===== src/rtl/fpga_cfg_pkg.sv =====
// Shared configuration for the Sobol datapath: widths, dimension count and
// the index-sequencer state/order encodings.
package fpga_cfg_pkg;
  localparam int FP_WIDTH   = 32;
  localparam int SOBOL_DIMS = 50;

  typedef enum logic [1:0] {SEQ_IDLE, SEQ_RUN, SEQ_DONE} seq_state_t;
  typedef enum logic {ORD_PATH_MAJOR, ORD_DIM_MAJOR} seq_order_t;
endpackage


===== src/rtl/sobol_index_seq_if.sv =====
// Ready/valid stream of (path index, dimension) pairs from the sequencer to
// the Sobol generator.
interface sobol_index_seq_if #(
  parameter int WIDTH = fpga_cfg_pkg::FP_WIDTH,
  parameter int DW    = $clog2(fpga_cfg_pkg::SOBOL_DIMS)
);
  logic             valid_out;
  logic             ready_in;
  logic [WIDTH-1:0] idx_out;
  logic [DW-1:0]    dim_out;
  logic             last_dim;
  logic             last_path;

  modport master (output valid_out, idx_out, dim_out, last_dim, last_path,
                  input  ready_in);
  modport slave  (input  valid_out, idx_out, dim_out, last_dim, last_path,
                  output ready_in);
endinterface


===== src/rtl/wrap_counter.sv =====
// Counter from 0 to an inclusive limit that wraps to 0; at_limit is a
// registered flag tracking cnt == limit.
module wrap_counter #(
  parameter int W = 8
) (
  input  logic         clk,
  input  logic         rst,
  input  logic         clr,
  input  logic         en,
  input  logic [W-1:0] limit,
  output logic [W-1:0] cnt,
  output logic         at_limit
);
  logic [W-1:0] cnt_reg, cnt_next;
  logic         at_limit_reg;

  always_comb begin
    cnt_next = cnt_reg;
    if (clr)
      cnt_next = '0;
    else if (en)
      cnt_next = at_limit_reg ? '0 : cnt_reg + W'(1);
  end

  // limit must already hold its new value in the cycle clr is asserted
  always_ff @(posedge clk) begin
    if (rst) begin
      cnt_reg      <= '0;
      at_limit_reg <= 1'b0;
    end else begin
      cnt_reg      <= cnt_next;
      at_limit_reg <= (cnt_next == limit);
    end
  end

  assign cnt      = cnt_reg;
  assign at_limit = at_limit_reg;
endmodule


===== src/rtl/sobol_index_seq.sv =====
// Emits every (path index, dimension) pair of a batch on a ready/valid stream,
// in path-major or dimension-major order, with start/busy/done status.
module sobol_index_seq
  import fpga_cfg_pkg::*;
#(
  parameter  int WIDTH = FP_WIDTH,
  parameter  int M     = SOBOL_DIMS,
  localparam int DW    = $clog2(M)
) (
  input  logic             clk,
  input  logic             rst,
  input  logic             start,
  input  logic             abort,
  input  logic [WIDTH-1:0] num_paths,
  input  logic [WIDTH-1:0] path_base,
  input  logic [DW-1:0]    num_dims_m1,
  input  logic             order,
  sobol_index_seq_if.master out_if,
  output logic             busy,
  output logic             done
);
  seq_state_t       state_reg, state_next;
  seq_order_t       order_reg;
  logic [WIDTH-1:0] base_reg, np_m1_reg, pcnt, path_limit;
  logic [DW-1:0]    dims_m1_reg, dims_m1_clamped, dcnt, dim_limit;
  logic             in_idle, in_run, accept, empty_start;
  logic             xfer, path_en, dim_en, path_last, dim_last, final_xfer;

  assign in_idle     = (state_reg == SEQ_IDLE);
  assign in_run      = (state_reg == SEQ_RUN);
  assign accept      = in_idle && start && !abort && (num_paths != '0);
  assign empty_start = in_idle && start && !abort && (num_paths == '0);
  assign xfer        = in_run && out_if.ready_in && !abort;
  assign final_xfer  = xfer && path_last && dim_last;

  assign dims_m1_clamped = (num_dims_m1 > DW'(M - 1)) ? DW'(M - 1) : num_dims_m1;

  // While idle the counters see the live config so the clear on start loads
  // a correct at_limit flag in the same edge the config is latched.
  assign path_limit = in_idle ? num_paths - WIDTH'(1) : np_m1_reg;
  assign dim_limit  = in_idle ? dims_m1_clamped : dims_m1_reg;

  always_comb begin
    path_en = 1'b0;
    dim_en  = 1'b0;
    if (order_reg == ORD_PATH_MAJOR) begin
      dim_en  = xfer;
      path_en = xfer && dim_last;
    end else begin
      path_en = xfer;
      dim_en  = xfer && path_last;
    end
  end

  wrap_counter #(.W(WIDTH)) u_path_cnt (
    .clk(clk), .rst(rst), .clr(accept), .en(path_en),
    .limit(path_limit), .cnt(pcnt), .at_limit(path_last)
  );

  wrap_counter #(.W(DW)) u_dim_cnt (
    .clk(clk), .rst(rst), .clr(accept), .en(dim_en),
    .limit(dim_limit), .cnt(dcnt), .at_limit(dim_last)
  );

  always_ff @(posedge clk) begin
    if (rst) begin
      base_reg    <= '0;
      np_m1_reg   <= '0;
      dims_m1_reg <= '0;
      order_reg   <= ORD_PATH_MAJOR;
    end else if (accept) begin
      base_reg    <= path_base;
      np_m1_reg   <= num_paths - WIDTH'(1);
      dims_m1_reg <= dims_m1_clamped;
      order_reg   <= seq_order_t'(order);
    end
  end

  always_ff @(posedge clk) begin
    if (rst)
      state_reg <= SEQ_IDLE;
    else
      state_reg <= state_next;
  end

  always_comb begin
    state_next = state_reg;
    if (abort) begin
      state_next = SEQ_IDLE;
    end else begin
      case (state_reg)
        SEQ_IDLE: begin
          if (accept)
            state_next = SEQ_RUN;
          else if (empty_start)
            state_next = SEQ_DONE;
        end
        SEQ_RUN:  if (final_xfer) state_next = SEQ_DONE;
        SEQ_DONE: state_next = SEQ_IDLE;
        default:  state_next = SEQ_IDLE;
      endcase
    end
  end

  // Outputs depend only on state/counter/config registers, never on ready_in.
  assign out_if.valid_out = in_run;
  assign out_if.idx_out   = in_run ? base_reg + pcnt : '0;
  assign out_if.dim_out   = in_run ? dcnt : '0;
  assign out_if.last_dim  = in_run && dim_last;
  assign out_if.last_path = in_run && path_last;
  assign busy             = in_run;
  assign done             = (state_reg == SEQ_DONE);
endmodule


===== src/flat_wrapper.sv =====
// flat-port wrapper written by rule: the top's interface ports become plain ports
module sobol_index_seq_flat import fpga_cfg_pkg::*;
#(
  parameter  int WIDTH = FP_WIDTH,
  parameter  int M     = SOBOL_DIMS,
  localparam int DW    = $clog2(M)
)
  (clk, rst, start, abort, num_paths, path_base, num_dims_m1, order, busy, done, out_if_valid_out, out_if_idx_out, out_if_dim_out, out_if_last_dim, out_if_last_path, out_if_ready_in);
  sobol_index_seq_if #(.WIDTH(WIDTH), .DW((6))) out_if_i ();
  input  logic clk;
  input  logic rst;
  input  logic start;
  input  logic abort;
  input  logic [WIDTH-1:0] num_paths;
  input  logic [WIDTH-1:0] path_base;
  input  logic [DW-1:0] num_dims_m1;
  input  logic order;
  output logic busy;
  output logic done;
  output wire logic [$bits(out_if_i.valid_out)-1:0] out_if_valid_out;
  output wire logic [$bits(out_if_i.idx_out)-1:0] out_if_idx_out;
  output wire logic [$bits(out_if_i.dim_out)-1:0] out_if_dim_out;
  output wire logic [$bits(out_if_i.last_dim)-1:0] out_if_last_dim;
  output wire logic [$bits(out_if_i.last_path)-1:0] out_if_last_path;
  input wire logic [$bits(out_if_i.ready_in)-1:0] out_if_ready_in;
  assign out_if_valid_out = out_if_i.valid_out;
  assign out_if_idx_out = out_if_i.idx_out;
  assign out_if_dim_out = out_if_i.dim_out;
  assign out_if_last_dim = out_if_i.last_dim;
  assign out_if_last_path = out_if_i.last_path;
  assign out_if_i.ready_in = out_if_ready_in;
  sobol_index_seq #(.WIDTH(WIDTH), .M(M)) u_core (.clk(clk), .rst(rst), .start(start), .abort(abort), .num_paths(num_paths), .path_base(path_base), .num_dims_m1(num_dims_m1), .order(order), .out_if(out_if_i), .busy(busy), .done(done));
endmodule

===== config.mk =====
export PLATFORM = sky130hd
export DESIGN_NAME = sobol_index_seq_flat
export DESIGN_NICKNAME = d
export VERILOG_FILES = /design/src/rtl/fpga_cfg_pkg.sv /design/src/rtl/sobol_index_seq_if.sv /design/src/rtl/wrap_counter.sv /design/src/rtl/sobol_index_seq.sv /design/src/flat_wrapper.sv
export SDC_FILE = /design/constraint.sdc
export NUM_CORES = 1
export LEC_CHECK = 0
export CAP_MARGIN = 15
export CORE_MARGIN = 2
export CORE_UTILIZATION = 40
export DETAILED_ROUTE_END_ITERATION = 10
export GPL_ROUTABILITY_DRIVEN = 0
export PLACE_DENSITY = 0.65
export SLEW_MARGIN = 20
export SYNTH_ARGS = -nofsm -noshare
export SYNTH_HDL_FRONTEND = slang
export SYNTH_HIERARCHICAL = 1
export SYNTH_SLANG_ARGS = --single-unit

===== constraint.sdc =====
create_clock -name clk -period 7.71 [get_ports clk]
set_input_delay 1.1565 -clock clk [delete_from_list [all_inputs] [get_ports clk]]
set_output_delay 1.1565 -clock clk [all_outputs]
set_load 0.1 [all_outputs]

* After elaboration in Yosys (flattened, before gate mapping)
Index checks and enable logic that the tools add are counted.
** Cells by class
- Add/subtract/negate cells :: 4
- Order comparisons :: 1
- Equality and inequality tests :: 6
- Mux-type cells :: 17
- Reduce and logical (&&, ||, !) cells :: 17
** Operators by type and width (number)
- $mux W32 :: 5
- $mux W6 :: 6
- $add A32 B1 Y32 const B :: 1
- $add A32 B32 Y32 :: 1
- $eq A32 B32 Y1 :: 1
- $logic_not A32 Y1 :: 1
- $reduce_bool A32 Y1 :: 1
- $sub A32 B1 Y32 const B :: 1
- $logic_and A1 B1 Y1 :: 11
- $add A6 B1 Y6 const B :: 1
- $eq A6 B6 Y1 :: 1
- $gt A6 B6 Y1 const B :: 1
- $mux W2 :: 3
- $pmux W2 S2 :: 1
- $ne A3 B3 Y1 const B :: 1
- $eq A2 B1 Y1 const B :: 1
- $eq A2 B2 Y1 const B :: 1
- $logic_not A2 Y1 :: 1
- $mux W1 :: 2
- $ne A2 B2 Y1 const B :: 1
- $reduce_and A2 Y1 :: 1
- $reduce_or A2 Y1 :: 1
- $logic_not A1 Y1 :: 1
** Storage, ports and cells
- Register bits :: 113
- Bits of input ports :: 76
- Output and inout bits :: 43
- Logic and storage cells :: 54

* Depth between registers and ports, before layout
- Depth in word-level cells :: 8
- Gate-level depth with buffers :: 17
- Gate-level depth less buffers :: 14

* Hierarchy
Netlist, hierarchy kept.
** By module, submodules not included
- sobol_index_seq :: times used 1, cells an instance 774, area each 5479.0 um2, sequential area each 1461.4 um2
- wrap_counter at u_core.u_path_cnt :: times used 1, cells an instance 304, area each 2387.3 um2, sequential area each 660.6 um2
- wrap_counter at u_core.u_dim_cnt :: times used 1, cells an instance 63, area each 536.8 um2, sequential area each 140.1 um2

* Least setup slack after synthesis
OpenSTA, ideal clock, no wires.
- Path type :: register to output
- Start :: register u_core.u_path_cnt.cnt_reg[0], in the netlist u_core/u_path_cnt/cnt[0]
- End :: output out_if_idx_out[24]
- Data arrival time :: 4.060 ns
- Data required time :: 6.554 ns
- Setup slack :: 2.493 ns
- Stages on the path, launching flop included :: 11
- Path buffers :: 0
- Path through :: dfxtp_1 > ha_1 > inv_1 > fa_1 > nor2b_1 > o2111ai_1 > a21oi_1 > a211oi_1 > o22ai_1 > o21a_1 > nor3_1
** Between the ends
- Longest elaborated chain between the ends :: 2
** RTL lines
- from (decl) :: RTL line wrap_counter.sv:14 : logic [W-1:0] cnt_reg, cnt_next;
- from (signal assigned) :: RTL line wrap_counter.sv:31 : cnt_reg <= cnt_next;
- $add A32 B32 Y32 :: RTL line sobol_index_seq.sv:107 : assign out_if.idx_out = in_run ? base_reg + pcnt : '0;
- $mux W32 :: RTL line sobol_index_seq.sv:107
- to (decl) :: RTL line flat_wrapper.sv:21 : output wire logic [$bits(out_if_i.idx_out)-1:0] out_if_idx_out;
Every way passes these cells.

* Worst setup path after layout
- Start :: register u_core.u_path_cnt.cnt_reg[0], in the netlist u_core/u_path_cnt/cnt[0]
- End :: output out_if_idx_out[30]
The elaborated chain is that of the path after synthesis.

==> reports/metrics.csv <==
stage,metric,value,unit
worst_setup_path,Critical R2R Capture,u_core/u_path_cnt/at_limit,
worst_setup_path,Crit Path Category,reg2out,
power_and_ir_drop,Worst VDD drop,0.1331,mV
place,I/O Buffers,118,
timing,Tmin final,5750,ps
global_routing,vias in the first global route,7706,
min_path,worst min path class,reg2reg,
drt,drt total wl,23700,µm
drt,DR vias/cell,5.551,
power_and_ir_drop,Leak,3.572,nW
global_routing,met1 GRT Util,30.73,%
worst_setup_path,worst r2r src,u_core/state_reg[0],
synth,library cells used by synthesis,77,
clock_network,htree depth,4,
power_and_ir_drop,Gate power share,14.3,%
timing,Max-slew headroom,33.83,%
power_and_ir_drop,Power Internal,0.001245,W
floorplan,Die W,148.9,µm
timing,Final Cycle Share,74.57,%
synth,Yosys top cell area share,26.92,%
global_routing,Tot GR Track Use,21.63,%
timing,f_max,173.9,MHz
clock_network,hold_buf cts,0,
timing,final-report setup violation count,0,
clock_network,Max Buffers Root-to-Sink,2,
floorplan,core area,20820,µm²
synth,Synth async-reset ratio,0,%
drt,vias,8377,
power_and_ir_drop,register share of total power,37.1,%
clock_network,CTS Buf Count,17,
timing,clock skew,5.936,ps
worst_setup_path,critical path startpoint category,register,
cells_and_area,multi-input logic area,5793,µm²
cells_and_area,"most common cell after layout, fill and taps aside",nand2_1,
drt,Detailed Routing Iterations Pass 1,5,
floorplan,Ports,119,
global_routing,largest net degree at the start of global routing,111,
clock_network,clock root cell,clkbuf_16,
synth,Post-synth EDFFs,0,
floorplan,die area,22180,µm²
clock_network,clk sinks,113,
timing,max-slew violations,0,
global_routing,Most Crowded Layer GR,met2,
timing,endpoints failing hold,0,
timing,setup_tns,0,ps
drt,Detailed Route Iter0 Violations,439,
floorplan,die height,148.9,µm
worst_setup_path,R2R setup slack,3360,ps
synth,post-synthesis cell count,1141,
drt,Routed wire per std cell,15.71,µm
cells_and_area,Filler Cell Count,2088,
synth,synthesized area,8403,µm²
cells_and_area,area delta synth->final,22.83,%
status,status,finished clean,
worst_setup_path,Crit path required time,6550,ps
synth,Synth warnings,6,
global_routing,total gr overflow,0,
clock_network,Worst-Skew Late Latency,420,ps
global_routing,met2 Use GR,33.55,%
power_and_ir_drop,switching part of the total,25.55,%
global_routing,GRT met3 Usage,3.578,%
place,Final HPWL DP,18010,µm
floorplan,initial core utilization,40.36,%
drt,post-route ant nets,0,
synth,Synth Net Count,1252,
worst_setup_path,CP Capture Type,output port,
synth,post-synthesis sequential area ratio,26.92,%
clock_network,clk slew on worst S/H paths,50,ps
cells_and_area,n_diodes,0,
min_path,hold endpoint,u_core/dims_m1_reg[5],
drt,DRC viols,0,
cells_and_area,nets,1332,
synth,register bit total from synthesis,113,
worst_setup_path,worst path arrival time,4590,ps
worst_setup_path,Worst R2R Path Depth,16,
min_path,Hold Path Origin,u_core/dims_m1_reg[5],
min_path,Hold Path Stages,2,
cells_and_area,share of layout cells above drive strength 1,6.240,%
clock_network,post-CTS sizing,0,
cells_and_area,area taken by flip-flops and latches,2262,µm²
synth,syn_area_per_cell,7.365,µm²
place,Post-DP Area,9698,µm²
clock_network,TritonCTS clock tree,built,
clock_network,"Setup Fix Bufs, Post-CTS",0,
power_and_ir_drop,PwrDens,162.1,nW/µm²
synth,cell taking the most area after synthesis,dfxtp_1,
timing,measured slew at the worst slew-check pin,989.5,ps
power_and_ir_drop,Net Sw Power,0.0004275,W
floorplan,Rows,53,
worst_setup_path,worst-path maximum fanout,6,
synth,top cells by area in the synthesized netlist,"dfxtp_1 (27%), nand2_1 (7.9%), nor2_1 (6.0%)",
cells_and_area,final core utilization,49.57,%
job,Max-cap violations,0,
cells_and_area,"commonest non-fill, non-tap cells in the layout","nand2_1 (177), nor2_1 (134), clkdlybuf4s50_1 (117)",
power_and_ir_drop,Clk network pwr share,48.7,%
global_routing,first-pass GRT wire length,38620,µm
synth,"Top FF cell, synth",dfxtp_1,
global_routing,initial antenna violation count,0,
timing,RSZ-0062 raised after global routing,no,
cells_and_area,Final Cell Area,10320,µm²
-- worst max-delay path, stage by stage, from the launching register on --
cell             delay, ps
dfxtp_1                430
ha_1                   230
inv_1                   70
fa_1                   380
nor2b_1                230
o2111ai_1              210
a21oi_1                290
o311ai_0               310
o31ai_1                520
nand3_1                130
o211ai_1               220
clkdlybuf4s50_1       1160
-- synth_stat cells, types with 14 or more instances --
cell type,instances
clkbuf_1,44
inv_1,14
nand2_1,177
nor3_1,41
xor2_1,35
o21ai_0,66
dfxtp_1,113
a21oi_1,91
nand4_1,21
a21o_1,15
nor4_1,18
ha_1,34
a211oi_1,27
nand3_1,26
xnor2_1,56
nor2b_1,14
nand2b_1,14
nor2_1,134
-- kinds of logic (layout without fill, tap and decap cells) --
| kind of cell | Yosys count | count (layout) | synth area share (%) |
|---|---|---|---|
| xor gates and xnor gates | 91 | 91 | 9.485 |
| muxes | 13 | 13 | 1.608 |
| adders and majority gates | 35 | 35 | 5.301 |
| and+or+nand+nor | 529 | 529 | 31.28 |
| buffers and inverters | 81 | 174 | 4.258 |
| DFF | 113 | 113 | 26.92 |
| AOI/OAI and AO/OA | 279 | 279 | 21.14 |
-- per-stage QoR --
| stage | hold slack (ps) | setup slack (ps) | total power, W | instances |
|---|---|---|---|---|
| after global placement | 443.2 | 1547 | 0.0008667 | 1477 |
| final | 453.2 | 1960 | 0.001673 | 1509 |
| after global routing | 472.8 | 1554 | 0.001741 | 1509 |
| after CTS | 456.3 | 1861 | 0.001686 | 1509 |
| after detailed placement | 448.5 | 1426 | 0.0008698 | 1477 |
| after floorplan | 432.9 | 2493 | 0.0007810 | 1141 |
-- cell type report --
| cell class | count | share of cell area (%) |
|---|---|---|
| Multi-Input combinational cell | 947 | 56.13 |
| Clock inverter | 9 | 1.249 |
| Sequential cell | 113 | 21.92 |
| Clock buffer | 23 | 4.728 |
| Tap cell | 275 | 3.334 |
| Inverter | 15 | 0.5576 |
| Timing Repair Buffer | 127 | 12.09 |
-- worst max path at each step --
| stage | start | slack (ps) | endpoint | cells past startpoint |
|---|---|---|---|---|
| CTS | num_paths[24] | 1860 | u_core/u_path_cnt/at_limit | 16 |
| global placement | num_paths[24] | 1550 | u_core/u_path_cnt/at_limit | 16 |
| floorplan | u_core/u_path_cnt/cnt[0] | 2490 | out_if_idx_out[24] | 10 |
| finish | u_core/u_path_cnt/cnt[0] | 1960 | out_if_idx_out[30] | 11 |
| detailed placement | num_paths[24] | 1430 | u_core/u_path_cnt/at_limit | 16 |
| global route | num_paths[2] | 1550 | u_core/u_path_cnt/at_limit | 16 |
-- routing by layer --
| metal | routed length, µm | part of all wire (%) |
|---|---|---|
| met1 | 11410 | 48 |
| met3 | 1304 | 5.5 |
| met2 | 10600 | 45 |
| met5 | 0 | 0 |
| met4 | 386 | 1.6 |
-- power groups by stage --
stage / Sequential [W] / Clock, W / Combinational, W
final: 0.000620 / 0.000814 / 0.000239
after global routing: 0.000622 / 0.000855 / 0.000264
after CTS: 0.000620 / 0.000827 / 0.000239
after detailed placement: 0.000632 / 0 / 0.000238
after global placement: 0.000631 / 0 / 0.000235
after floorplan: 0.000628 / 0 / 0.000153
(Power assumes the default switching activity.)
